**src/rtl/sync_fifo_param.sv**
```systemverilog
// Single-clock circular-buffer FIFO with any depth >= 2, occupancy count, thresholds and sticky errors.
// Define FIFO_FWFT_EN for first-word-fall-through output; the default build has a registered 1-cycle read.
module sync_fifo_param #(
   parameter int DATA_WIDTH = 8,
   parameter int DEPTH      = 8,
   parameter int AF_LEVEL   = 6,
   parameter int AE_LEVEL   = 2
) (
   input  logic                         clk,
   input  logic                         rst,
   input  logic                         flush,
   input  logic                         w_en,
   input  logic [DATA_WIDTH-1:0]        data_in,
   input  logic                         r_en,
   output logic [DATA_WIDTH-1:0]        data_out,
   output logic                         full,
   output logic                         empty,
   output logic                         almost_full,
   output logic                         almost_empty,
   output logic [$clog2(DEPTH+1)-1:0]   count,
   output logic                         overflow,
   output logic                         underflow
);

   localparam int CW = $clog2(DEPTH + 1);
   localparam int PW = $clog2(DEPTH);
   localparam logic [PW-1:0] PTR_LAST = PW'(DEPTH - 1);
   localparam logic [CW-1:0] CNT_FULL = CW'(DEPTH);
   localparam logic [CW-1:0] CNT_AF   = CW'(AF_LEVEL);
   localparam logic [CW-1:0] CNT_AE   = CW'(AE_LEVEL);

   logic [DATA_WIDTH-1:0] mem [DEPTH];
   logic [PW-1:0]         wr_ptr;
   logic [PW-1:0]         rd_ptr;
   logic                  rd_acc;
   logic                  wr_acc;

   // Pointers wrap by explicit compare so non-power-of-two depths work.
   function automatic logic [PW-1:0] ptr_inc(input logic [PW-1:0] p);
      return (p == PTR_LAST) ? '0 : p + 1'b1;
   endfunction

   assign full         = (count == CNT_FULL);
   assign empty        = (count == '0);
   assign almost_full  = (count >= CNT_AF);
   assign almost_empty = (count <= CNT_AE);

   // Handshake: w_en/r_en are requests sampled every rising edge; a write is taken when
   // not full or when a read is taken in the same cycle, a read is taken when not empty.
   // A request that is not taken sets the matching sticky error flag.
   assign rd_acc = r_en & ~empty;
   assign wr_acc = w_en & (~full | rd_acc);

   always_ff @(posedge clk or posedge rst) begin
      if (rst) begin
         wr_ptr    <= '0;
         rd_ptr    <= '0;
         count     <= '0;
         overflow  <= 1'b0;
         underflow <= 1'b0;
      end else if (flush) begin
         wr_ptr    <= '0;
         rd_ptr    <= '0;
         count     <= '0;
         overflow  <= 1'b0;
         underflow <= 1'b0;
      end else begin
         if (wr_acc) wr_ptr <= ptr_inc(wr_ptr);
         if (rd_acc) rd_ptr <= ptr_inc(rd_ptr);
         case ({wr_acc, rd_acc})
            2'b10:   count <= count + 1'b1;
            2'b01:   count <= count - 1'b1;
            default: count <= count;
         endcase
         if (w_en && !wr_acc) overflow  <= 1'b1;
         if (r_en && !rd_acc) underflow <= 1'b1;
      end
   end

   // Storage is deliberately left unreset.
   always_ff @(posedge clk) begin
      if (wr_acc && !flush) mem[wr_ptr] <= data_in;
   end

`ifdef FIFO_FWFT_EN
   assign data_out = empty ? '0 : mem[rd_ptr];
`else
   logic [DATA_WIDTH-1:0] data_q;

   always_ff @(posedge clk or posedge rst) begin
      if (rst)         data_q <= '0;
      else if (flush)  data_q <= '0;
      else if (rd_acc) data_q <= mem[rd_ptr];
   end

   assign data_out = data_q;
`endif

endmodule

```
**config.mk**
```make
export PLATFORM = sky130hd
export DESIGN_NAME = sync_fifo_param
export DESIGN_NICKNAME = d
export VERILOG_FILES = /design/src/rtl/sync_fifo_param.sv
export SDC_FILE = /design/constraint.sdc
export NUM_CORES = 1
export LEC_CHECK = 0
export CAP_MARGIN = 30
export CORE_MARGIN = 3
export CORE_UTILIZATION = 50
export DETAILED_ROUTE_END_ITERATION = 8
export PLACE_DENSITY = 0.71
export SLEW_MARGIN = 20
export SYNTH_ARGS = -nofsm -noshare
export SYNTH_HDL_FRONTEND = slang
export SYNTH_SLANG_ARGS = --single-unit
export TNS_END_PERCENT = 10
```
**constraint.sdc**
```tcl
create_clock -name clk -period 2.5 [get_ports clk]
set_input_delay 0.75 -clock clk [delete_from_list [all_inputs] [get_ports clk]]
set_output_delay 0.75 -clock clk [all_outputs]
set_load 0.05 [all_outputs]
```
-- Word-level counts from Yosys, hierarchy flattened
Memories as Yosys holds them, arrays and structs flattened.
Index checks and enable logic that the tools add are counted.
- memory bits (writable): 64
- latch bits: 0
- output and inout bits: 18
- bits in registers: 20
- memories: 1
- ROM bits: 0
- input bits: 13
- memory list (memory ; words ; bits a word ; read ports ; clocked after memory_dff ; wr ports ; RTL line ; source):
    mem ; 8 ; 8 ; 1 ; 0 ; 1 ; 32 ; logic [DATA_WIDTH-1:0] mem [DEPTH];
- magnitude comparators: 2
- eq/ne operators: 5
- shift-type cells: 0
- reductions and logical operators: 12
- multipliers: 0
- bitwise operators: 5
- $add $sub $neg: 4
- mux-type cells: 16
- divide/modulo/power cells: 0
- operators with widths (cell ; count):
    2-to-1 mux 3 bit ; 6
    2-to-1 mux 8 bit ; 2
    case mux 4 bit (2 select lines) ; 1
    nonzero test 2 bit ; 4
    adder 3 x 1 -> 3 bit, second input constant ; 2
    == test 3 bit, second input constant ; 2
    2-to-1 mux 1 bit ; 6
    adder 4 x 1 -> 4 bit, second input constant ; 1
    == test 4 bit, second input constant ; 1
    greater-or-equal comparator 4 x 3 -> 1 bit, second input constant ; 1
    <= comparator 4 x 2 -> 1 bit, second input constant ; 1
    zero test 4 bit ; 1
    2-to-1 mux 4 bit ; 1
    subtractor 4 x 1 -> 4 bit, second input constant ; 1
    logical AND 1 bit ; 3
    zero test 1 bit ; 3
    nonzero test 3 bit ; 1
    bitwise AND 1 bit ; 2
    == test 2 x 1 -> 1 bit, second input constant ; 1
    == test 2 bit, second input constant ; 1
    inverter 1 bit ; 2
    bitwise OR 1 bit ; 1

-- Depth between registers and ports, before layout
Gate-level depths: netlist (run 1).
- depth in word-level cells: 9
- gate-level depth with buffers: 8
- mapped depth without buffers: 7

-- Worst setup path after synthesis (run 1)
OpenSTA, ideal clock, no wires.
- path type: register to register
- start: reg count[3]
- end: reg count[3]
- period minus slack after synthesis: 3.040 ns
- arrival time: 2.958 ns
- path slack: -0.540 ns
- path buffers: 1
- library setup time: 0.082 ns
- required time: 2.418 ns
- stages on the path, launching flop included: 9
- cell sequence: dfrtp_1 > buf_4 > nor4_4 > nor2_1 > ha_1 > a211oi_1 > or4b_1 > o22a_1 > a31oi_1
- longest elaborated chain between the ends: 8
- ends and longest elaborated chain (item ; RTL line ; source):
    from (decl) ; 20 ; output logic [$clog2(DEPTH+1)-1:0] count,
    from (signal assigned) ; 71 ; 2'b10: count <= count + 1'b1;
    from (signal assigned) ; 72 ; 2'b01: count <= count - 1'b1;
    from (signal assigned) ; 73 ; default: count <= count;
    zero test 4 bit * ; 44 ; assign empty = (count == '0);
    via empty ; 17 ; output logic empty,
    inverter 1 bit * ; 51 ; assign rd_acc = r_en & ~empty;
    bitwise AND 1 bit * ; 51 ;
    bitwise OR 1 bit ; 52 ; assign wr_acc = w_en & (~full | rd_acc);
    bitwise AND 1 bit ; 52 ;
    == test 2 x 1 -> 1 bit or == test 2 bit (tied branches) ; 70 ; case ({wr_acc, rd_acc})
    case mux 4 bit (2 select lines) ; 70 ;
    2-to-1 mux 4 bit ; 61 ; end else if (flush) begin
The timed path passes the listed nets; every way through them passes the cells marked *.
A chain may end at the register's enable or synchronous reset.

-- Final worst setup path (run 1)
- start: reg count[3]
- end: out count[3]
No word-level cell between the ends.

==> summary.md, run 1 <==
| Metric | Value |
|---|---|
| Core Area | 6832 µm² |
| Drt wl/cell | approximately 18 µm |
| Status | complete, no violations |
| Worst stage delay on the critical path | about 0.84 ns |
| Synth cell types | 35 |
| Via Count | approximately 1900 |
| # diodes | 0 |
| Pre-CTS setup slack | -0.2365 ns |
| Initial Util | 0.5189 |
| Fill cells | 509 |
| H-tree Lvls | 3 |
| Commonest non-fill, non-tap cell in the layout | edfxtp_1 |
| ANT nets after route | 0 |
| Global-route wire length before repair | ~11 mm |
| Total design power | approximately 4.4 mW |
| Clock Pin Slew Worst Setup and Hold Paths | 0.09 ns |
| Minimum clock period | 2.432 ns |
| Tcrit/Tclk final | 0.9728 |
| Worst min path class | register to register |
| P_int | ~2.8 mW |
| TritonCTS buffer count | 9 |
| Psw | approximately 1.6 mW |
| Cell Count Post-Placement | roughly 340 |
| # rows | 30 |
| Peak Freq | about 410 MHz |
| Switching share of power | 0.3564 |
| Max Transition Viols Final | 0 |
| Synth Register Bits | 84 |
| Tot GR Track Use | 0.1775 |
| Die area | just over 8000 µm² |
| Synth Instances | 208 |
| Worst slew pin tran | 0.5941 ns |
| Relative slew slack | 0.6039 |
| CTS tree | built |
| Synth Area per Inst | roughly 17 µm² |
| Largest delay contributor family on the critical path | buffers and inverters |
| Pre-antenna DRT Iters | 4 |
| CP Class | register to primary output |
| Combinational fraction of design power | 0.385 |
| Vias in the first global route | 2009 |
| CP max stage cell | clkdlybuf4s50_1 |
| Pwr dens | slightly above 1000 nW/µm² |
| Drt drc | 0 |
| Sequential share of the synthesized area | 0.6834 |
| Yosys warnings | 0 |
| Final setup margin | 0.06792 ns |
| Die Ht | roughly 90 µm |
| Final cell count without fillers | ~370 |
| Total wire length | around 6.6 mm |
| Layout area overhead | 22.10% |
| Cell Chain, Critical Path | clkdlybuf4s50_1 |
| Net Count, Synth | 228 |
| Area of the multi-input gates | roughly 1000 µm² |
| Setup crit end kind | primary output |
| Share of cells above drive strength 1 | 0.2862 |
| Largest net degree at the start of global routing | 21 |
| Largest fanout on the critical path | 9 |
| Total grt overflow | 0 |
| Reg area | between 2000 and 2500 µm² |
| Worst Path Required | between 1.5 and 2 ns |
| Die Width | between 90 and 100 µm |
| Leakage power | roughly 1.5 nW |
| CTS root buf | clkbuf_8 |
| Final setup violation count | 0 |
| Iteration-0 DRC Markers | ~110 |
| Hpwl dp | roughly 4.3 mm |
| Most frequent cells in the layout | edfxtp_1 (64), buf_4 (30), clkdlybuf4s50_1 (25) |
| Clock sinks | 84 |
| RSZ-0062 raised after global routing | false |
| Seq pwr share | 0.391 |
| CTS Buffer Depth | 2 |
| Clk network pwr share | 0.225 |
| Nets | approximately 280 |
| Placer congestion estimate | 0.8007 |
| I/O pin count | 31 |
| Initial antenna violation count | 0 |
| Worst vdd ir | roughly 420 µV |
| Startpoint Class | register |
| Vias per inst | between 5 and 6 |
| Final Skew | about 0.015 ns |
| Clock Latency Late Sink | approximately 0.36 ns |
| Port Buffers | 30 |
| Synth Cell Area | 3545 µm² |
| Arr. time, crit path | about 1.7 ns |
| Fin. Hold Viols | 0 |
| Max cap viols | 0 |
| WP buf/inv | 1 |
[routing by layer]
layer | track usage | part of all wire | vias up
li1 | - | - | 927
met1 | 0.2339 | 0.46 | 945
met2 | 0.2918 | 0.50 | 39
met3 | 0.03933 | 0.037 | 6
met4 | 0.06505 | 0.0086 | 0
met5 | 0 | 0 | -
[worst min-delay path: stages, from the launching register on]
cell,delay [ns]
dfrtp_1,0.35
a21oi_1,0.04
nor2_1,0.08
[final timing paths]
| check | endpoint | slack [ns] | cells past startpoint | from |
|---|---|---|---|---|
| setup / recovery | count[3] | 0.07 | 1 | count[3]$_DFFE_PP0P_ |
| hold reg to reg | underflow$_DFFE_PP0P_ | 0.51 | 2 | underflow$_DFFE_PP0P_ |
| setup reg to reg | count[3]$_DFFE_PP0P_ | 0.19 | 8 | count[0]$_DFFE_PP0P_ |
| min in group asynchronous | data_out[7]$_DFFE_PP0P_ | 0.72 | 3 | rst |
| hold / removal | underflow$_DFFE_PP0P_ | 0.51 | 2 | underflow$_DFFE_PP0P_ |
| max in group asynchronous | count[3]$_DFFE_PP0P_ | 1.55 | 3 | rst |
[through the flow]
step | setup TNS (ns) | hold WS, ns | area [µm²] | utilization
after floorplan | -0.5863 | 0.5884 | 3551 | -
after global placement | -0.2215 | 0.4838 | 4068 | 0.5954
after detailed placement | -0.2365 | 0.4918 | 4068 | 0.5954
after CTS | 0 | 0.5122 | 4305 | 0.6302
after global routing | 0 | 0.5545 | 4328 | 0.6335
final | 0 | 0.5063 | 4328 | 0.6335
[cell type report]
class | instances | share of cell area
Inverter | 3 | 0.002602
Clock buffer | 9 | 0.02862
Tap cell | 96 | 0.02775
Timing Repair Buffer | 57 | 0.1191
Sequential cell | 84 | 0.5609
Multi-Input combinational cell | 109 | 0.2420
Clock inverter | 7 | 0.01908
[power by group through the flow]
stage,Clock (mW),Sequential (mW),Combinational [mW]
2_1_floorplan,0,2.02,0.888
3_3_place_gp,0,1.80,1.58
3_5_place_dp,0,1.80,1.60
4_1_cts,1.02,1.74,1.68
5_1_grt,1.08,1.75,1.83
6_report,0.995,1.73,1.70
[registers in the layout, summed over array words and instances (netlist names)]
name / count
count: 4
underflow: 1
wr_ptr: 3
rd_ptr: 3
overflow: 1
data_out: 8
mem: 64
[cell families after synthesis]
kind of cell | synth area share
mux | 0.1327
buf+inv | 0.02365
fa+ha+maj | 0.02683
flops | 0.6834
simple gates | 0.07094
compound gates | 0.05259
xor+xnor | 0.009883
[synth_stat cells]
master    number  area, µm²
a211oi_1      11      82.58
a211oi_2       1      12.51
a21o_2         1      8.760
a21oi_1        4      20.02
a31oi_1        2      12.51
buf_1          1      3.750
buf_2          4      20.02
buf_4          4      30.03
buf_6          1      11.26
clkbuf_1       2      7.510
dfrtp_1       20      500.5
edfxtp_1      64       1922
fa_1           1      20.02
ha_1           6      75.07
inv_1          3      11.26
mux2i_1       11      110.1
mux4_2        16      360.4
nand2_1        4      15.01
nand2b_1       4      25.02
nand3_1        1      5.000
nand3b_1       2      15.01
nor2_1        22      82.58
nor2_2         1      6.260
nor3_1         5      25.02
nor4_1         2      12.51
nor4_4         1      21.27
o211ai_1       2      15.01
o21ai_4        1      16.27
o22a_1         1      8.760
o311a_1        1      10.01
or3_1          2      12.51
or3_2          1      7.510
or4b_1         1      10.01
or4b_4         1      13.76
xnor2_1        4      35.03
[repair_timing]
| action | in CTS | in global routing |
|---|---|---|
| setup buffers | 4 | 3 |
| resized for setup | 1 | 0 |
| endpoints found under the setup margin | 1 | 1 |
| hold endpoints to repair | 0 | 0 |
| hold buffers | 0 | 0 |
(Power assumes the default switching activity.)
==> inputs of run 2 (changes only) <==
Settings changed: REMOVE_ABC_BUFFERS set to 1.
==> summary.md, run 2 (synthesis results as in run 1) <==
| Metric | Value |
|---|---|
| CTS tree | built |
| Final cell count without fillers | about 360 |
| Largest fanout on the critical path | 9 |
| # diodes | 0 |
| H-tree Lvls | 3 |
| Pwr dens | 1022 nW/µm² |
| Fin. Hold Viols | 0 |
| Max cap viols | 0 |
| Cell Count Post-Placement | 342 |
| Max Transition Viols Final | 0 |
| Drt wl/cell | around 18 µm |
| Tcrit/Tclk final | 0.9727 |
| Reg-to-reg endpoint | count[3]$_DFFE_PP0P_ |
| # rows | 30 |
| Vias per inst | 5.377 |
| CTS Buffer Depth | 2 |
| Via Count | a little under 2000 |
| TritonCTS buffer count | 9 |
| Port Buffers | 30 |
| Total wire length | 6.397 mm |
| Global-route wire length before repair | 10.53 mm |
| Tot GR Track Use | 0.1717 |
| WP buf/inv | 2 |
| Hold_buf cts | 0 |
| Post-CTS Setup Repair Bufs | 0 |
| Hold Path Depth | 2 |
| Final setup violation count | 0 |
| Cell Chain, Critical Path | or4b_4, inv_2, buf_12 |
| Hold path start | underflow$_DFFE_PP0P_ |
| Most frequent cells in the layout | edfxtp_1 (64), buf_4 (24), nor2_1 (21), clkdlybuf4s50_1 (21) |
| Pre-antenna DRT Iters | 6 |
| Worst slew pin tran | approximately 0.55 ns |
| Worst min path class | register to register |
| Hpwl dp | 4.133 mm |
| Clock Latency Late Sink | between 0.3 and 0.4 ns |
| I/O pin count | 31 |
| Largest register by flop count | mem |
| Initial Util | 0.5189 |
| Setup crit end kind | primary output |
| Worst vdd ir | 591.9 µV |
| Reg2Reg Depth | 7 |
| Leakage power | 1.533 nW |
| Worst r2r src | count[3]$_DFFE_PP0P_ |
| Minimum clock period | between 2 and 2.5 ns |
| Arr. time, crit path | around 1.7 ns |
| Layout area overhead | 21.04% |
| Share of cells above drive strength 1 | 0.2748 |
| Placer congestion estimate | between 0.8 and 0.9 |
| Initial antenna violation count | 0 |
| Drt drc | 0 |
| Total design power | between 4 and 5 mW |
| CTS root buf | clkbuf_8 |
| Worst Path Required | 1.75 ns |
| Hold Path End | underflow$_DFFE_PP0P_ |
| Iteration-0 DRC Markers | ~150 |
| ANT nets after route | 0 |
| Max reg flops | 64 |
| Final Skew | around 0.0092 ns |
| Worst R2R Setup Slack | about 0.21 ns |
| Largest delay contributor family on the critical path | simple AND/OR/NAND/NOR gates |
| Die Width | 90.20 µm |
| Vias in the first global route | 2000 |
| Nets | 277 |
| Startpoint Class | register |
| Worst stage delay on the critical path | roughly 0.6 ns |
| Commonest non-fill, non-tap cell in the layout | edfxtp_1 |
| Largest net degree at the start of global routing | 21 |
| Peak Freq | about 410 MHz |
| Relative slew slack | 0.6324 |
| CP Class | register to primary output |
| Status | complete, no violations |
| Clock Pin Slew Worst Setup and Hold Paths | roughly 0.090 ns |
| Die Ht | between 90 and 100 µm |
| Total grt overflow | 0 |
| Clock sinks | 84 |
| CP max stage cell | or4b_4 |
| Core Area | slightly below 7000 µm² |
| Die area | approximately 8100 µm² |
==> run 2: metrics by stage <==
stage	area, µm²	worst slack [ns]	setup TNS (ns)	util	hold WS (ns)
6_report	4290	0.06826	0	0.6280	0.5023
5_1_grt	4290	-0.007290	-0.007290	0.6280	0.5497
4_1_cts	4274	-0.01974	-0.01974	0.6256	0.5129
3_5_place_dp	4053	-0.3519	-0.3519	0.5932	0.4918
3_3_place_gp	4053	-0.2089	-0.2089	0.5932	0.4779
2_1_floorplan	3472	-0.4946	-0.7121	-	0.5823
==> run 2: worst max path at each step <==
stage	from	end	slack, ns	cells past startpoint
after global routing	r_en	count[3]$_DFFE_PP0P_	-0.007	8
after global placement	w_en	count[3]$_DFFE_PP0P_	-0.21	8
after detailed placement	w_en	count[3]$_DFFE_PP0P_	-0.35	8
after floorplan	count[3]$_DFFE_PP0P_	count[3]$_DFFE_PP0P_	-0.49	7
after CTS	count[2]$_DFFE_PP0P_	full	-0.02	3
final	count[2]$_DFFE_PP0P_	full	0.07	3
==> run 2: cell type report <==
| type | instances | area (µm²) |
|---|---|---|
| timing repair buffer | 50 | 460.4 |
| inverter | 3 | 11.26 |
| clock inverter | 7 | 98.84 |
| fill | 526 | 2541 |
| tap | 96 | 120.1 |
| sequential | 84 | 2427 |
| clock buffer | 9 | 123.9 |
| multi-input combinational | 109 | 1049 |
==> run 2: repair_timing <==
item	CTS	global route
pin swaps	0	1
gates resized for setup	3	7
endpoints found under the setup margin	3	2
==> run 2: per-layer routing <==
layer,vias to the layer above,GRT usage,part of all wire
li1,920,-,-
met2,40,0.2800,0.51
met5,-,0,0
met3,6,0.05021,0.036
met4,0,0.06122,0.011
met1,959,0.2205,0.44
==> run 2: worst min-delay path, stage by stage, from the launching register on <==
cell     delay, ns
dfrtp_1       0.35
a21oi_1       0.04
nor2_1        0.07
==> run 2: where the power goes <==
group | internal, mW | leakage, nW | switching [mW] | total, mW
Combinational | 0.676 | 0.582 | 0.890 | 1.57
Sequential | 1.62 | 0.840 | 0.147 | 1.77
Clock | 0.567 | 0.110 | 0.487 | 1.05
==> inputs of run 3 (changes only) <==
--- a/config.mk
+++ b/config.mk
@@ -10,2 +10,3 @@
 export CORE_UTILIZATION = 50
+export CTS_CLUSTER_DIAMETER = 200
 export DETAILED_ROUTE_END_ITERATION = 8
==> constraint.sdc (replaced) <==
create_clock -name clk -period 2.5 [get_ports clk]
set_input_delay 0.5 -clock clk [delete_from_list [all_inputs] [get_ports clk]]
set_output_delay 0.5 -clock clk [all_outputs]
set_load 0.05 [all_outputs]
==> summary.md, run 3 (synthesis results as in run 1) <==
| Metric | Value |
|---|---|
| Status | complete, no violations |
| Worst vdd ir | 569.3 µV |
| Initial Util | 0.5189 |
| I/O pin count | 31 |
| Layout area overhead | 20.97% |
| Drt drc | 0 |
| Final setup violation count | 0 |
| Worst min path class | input pin to async pin |
| TritonCTS buffer count | 9 |
| Psw | approximately 1.5 mW |
| Largest delay contributor family on the critical path | buffers and inverters |
| CTS tree | built |
| Clock Pin Slew Worst Setup and Hold Paths | ~0.09 ns |
| Worst Path Required | about 2.0 ns |
| P_int | slightly below 3 mW |
| Pwr dens | slightly above 1000 nW/µm² |
| Share of cells above drive strength 1 | 0.2308 |
| # rows | 30 |
| Clk network pwr share | 0.262 |
| Die Width | around 90 µm |
| Max cap viols | 0 |
| Die area | roughly 8100 µm² |
| Cell Count Post-Placement | 341 |
| CP Class | register to primary output |
| Combinational fraction of design power | 0.342 |
| Leakage power | roughly 1.5 nW |
| Post-route core utilization | 0.6277 |
| Area of the multi-input gates | slightly above 1000 µm² |
| Arr. time, crit path | between 1.5 and 2 ns |
| Core Area | 6832 µm² |
| Clock sinks | 84 |
| Clock Latency Late Sink | about 0.35 ns |
| Pre-antenna DRT Iters | 4 |
| Setup crit end kind | primary output |
| ANT nets after route | 0 |
| Largest net degree at the start of global routing | 21 |
| Iteration-0 DRC Markers | ~140 |
| CTS Buffer Depth | 2 |
| Worst slew pin tran | 0.5731 ns |
| Total wire length | between 6 and 7 mm |
| Total grt overflow | 0 |
| Global-route wire length before repair | roughly 11 mm |
| Peak Freq | between 400 and 500 MHz |
| Tcrit/Tclk final | 0.9592 |
| Nets | 276 |
| Final cell count without fillers | 356 |
| Setup TNS | 0 ns |
| Via Count | about 2000 |
| Drt wl/cell | about 19 µm |
| Largest fanout on the critical path | 10 |
| Max Transition Viols Final | 0 |
| Minimum clock period | ~2.4 ns |
| H-tree Lvls | 3 |
| Fin. Hold Viols | 0 |
| Seq pwr share | 0.396 |
| Reg area | 2424 µm² |
| Hpwl dp | around 4.3 mm |
| Port Buffers | 30 |
| Switching share of power | 0.3396 |
| Cell Chain, Critical Path | a21o_2, clkdlybuf4s50_1 |
| Hold_buf cts | 0 |
| Fill cells | approximately 530 |
| Largest register by flop count | mem |
| RSZ-0062 raised after global routing | false |
| Most frequent cells in the layout | edfxtp_1 (64), clkdlybuf4s50_1 (27), nor2_1 (22) |
| Worst stage delay on the critical path | between 0.7 and 0.8 ns |
| Placer congestion estimate | ~0.80 |
| Commonest non-fill, non-tap cell in the layout | edfxtp_1 |
| Max reg flops | 64 |
| Startpoint Class | register |
| Post-CTS Setup Repair Bufs | 0 |
| # diodes | 0 |
| Initial antenna violation count | 0 |
| Tot GR Track Use | 0.1804 |
| Die Ht | 90.20 µm |
| CP max stage cell | clkdlybuf4s50_1 |
| Hold WS | approximately 0.48 ns |
| Final Skew | 0.01510 ns |
| WP buf/inv | 1 |
| CTS root buf | clkbuf_8 |
| Vias in the first global route | 2001 |
| Area after DPL | between 4000 and 5000 µm² |
| Vias per inst | 5.584 |
| Relative slew slack | 0.6179 |
| Cell area after layout | around 4300 µm² |
[run 3: stage by stage]
| step | total power [mW] | setup WS, ns |
|---|---|---|
| detailed placement | 3.335 | -0.06601 |
| global placement | 3.308 | 0.04592 |
| finish | 4.452 | 0.1021 |
| global route | 4.689 | 0.007182 |
| floorplan | 2.827 | -0.4946 |
| CTS | 4.499 | 0.07446 |
[run 3: what timing repair did]
action                     CTS  global route
setup endpoints to repair    1             1
pin swaps                    0             0
gates resized for setup      1             1
hold endpoints to repair     0             0
[run 3: worst paths after layout]
path	from	to	slack, ns	depth (start not counted)
worst max-delay path	count[1]$_DFFE_PP0P_	almost_full	0.10	2
worst min-delay path	rst	rd_ptr[0]$_DFFE_PP0P_	0.48	3
worst max register to register	count[2]$_DFFE_PP0P_	count[3]$_DFFE_PP0P_	0.20	7
worst min register to register	underflow$_DFFE_PP0P_	underflow$_DFFE_PP0P_	0.50	2
max in group asynchronous	rst	count[3]$_DFFE_PP0P_	1.78	3
min in group clk	underflow$_DFFE_PP0P_	underflow$_DFFE_PP0P_	0.50	2
[run 3: power groups by stage]
stage	clock network (mW)	registers [mW]	logic, mW
4_1_cts	1.20	1.76	1.54
2_1_floorplan	0	2.10	0.728
6_report	1.17	1.76	1.52
3_3_place_gp	0	1.79	1.52
3_5_place_dp	0	1.79	1.54
5_1_grt	1.26	1.79	1.64
[run 3: cell type report]
class	instances	share of cell area
well taps	96	0.02801
repair buffers	49	0.1048
multi-input cells	109	0.2422
clock buffers	10	0.03210
clock inverters	5	0.02509
flip-flops and latches	84	0.5652
inverters	3	0.002626
[run 3: routing by layer]
metal	global-route usage	share of wire
met2	0.2925	0.52
met5	0	0
met3	0.04854	0.041
met4	0.06122	0.0078
met1	0.2377	0.43
[run 3: worst min-delay path: stages]
cell             delay [ns]
clkdlybuf4s50_1        0.40
inv_1                  0.05
buf_4                  0.28
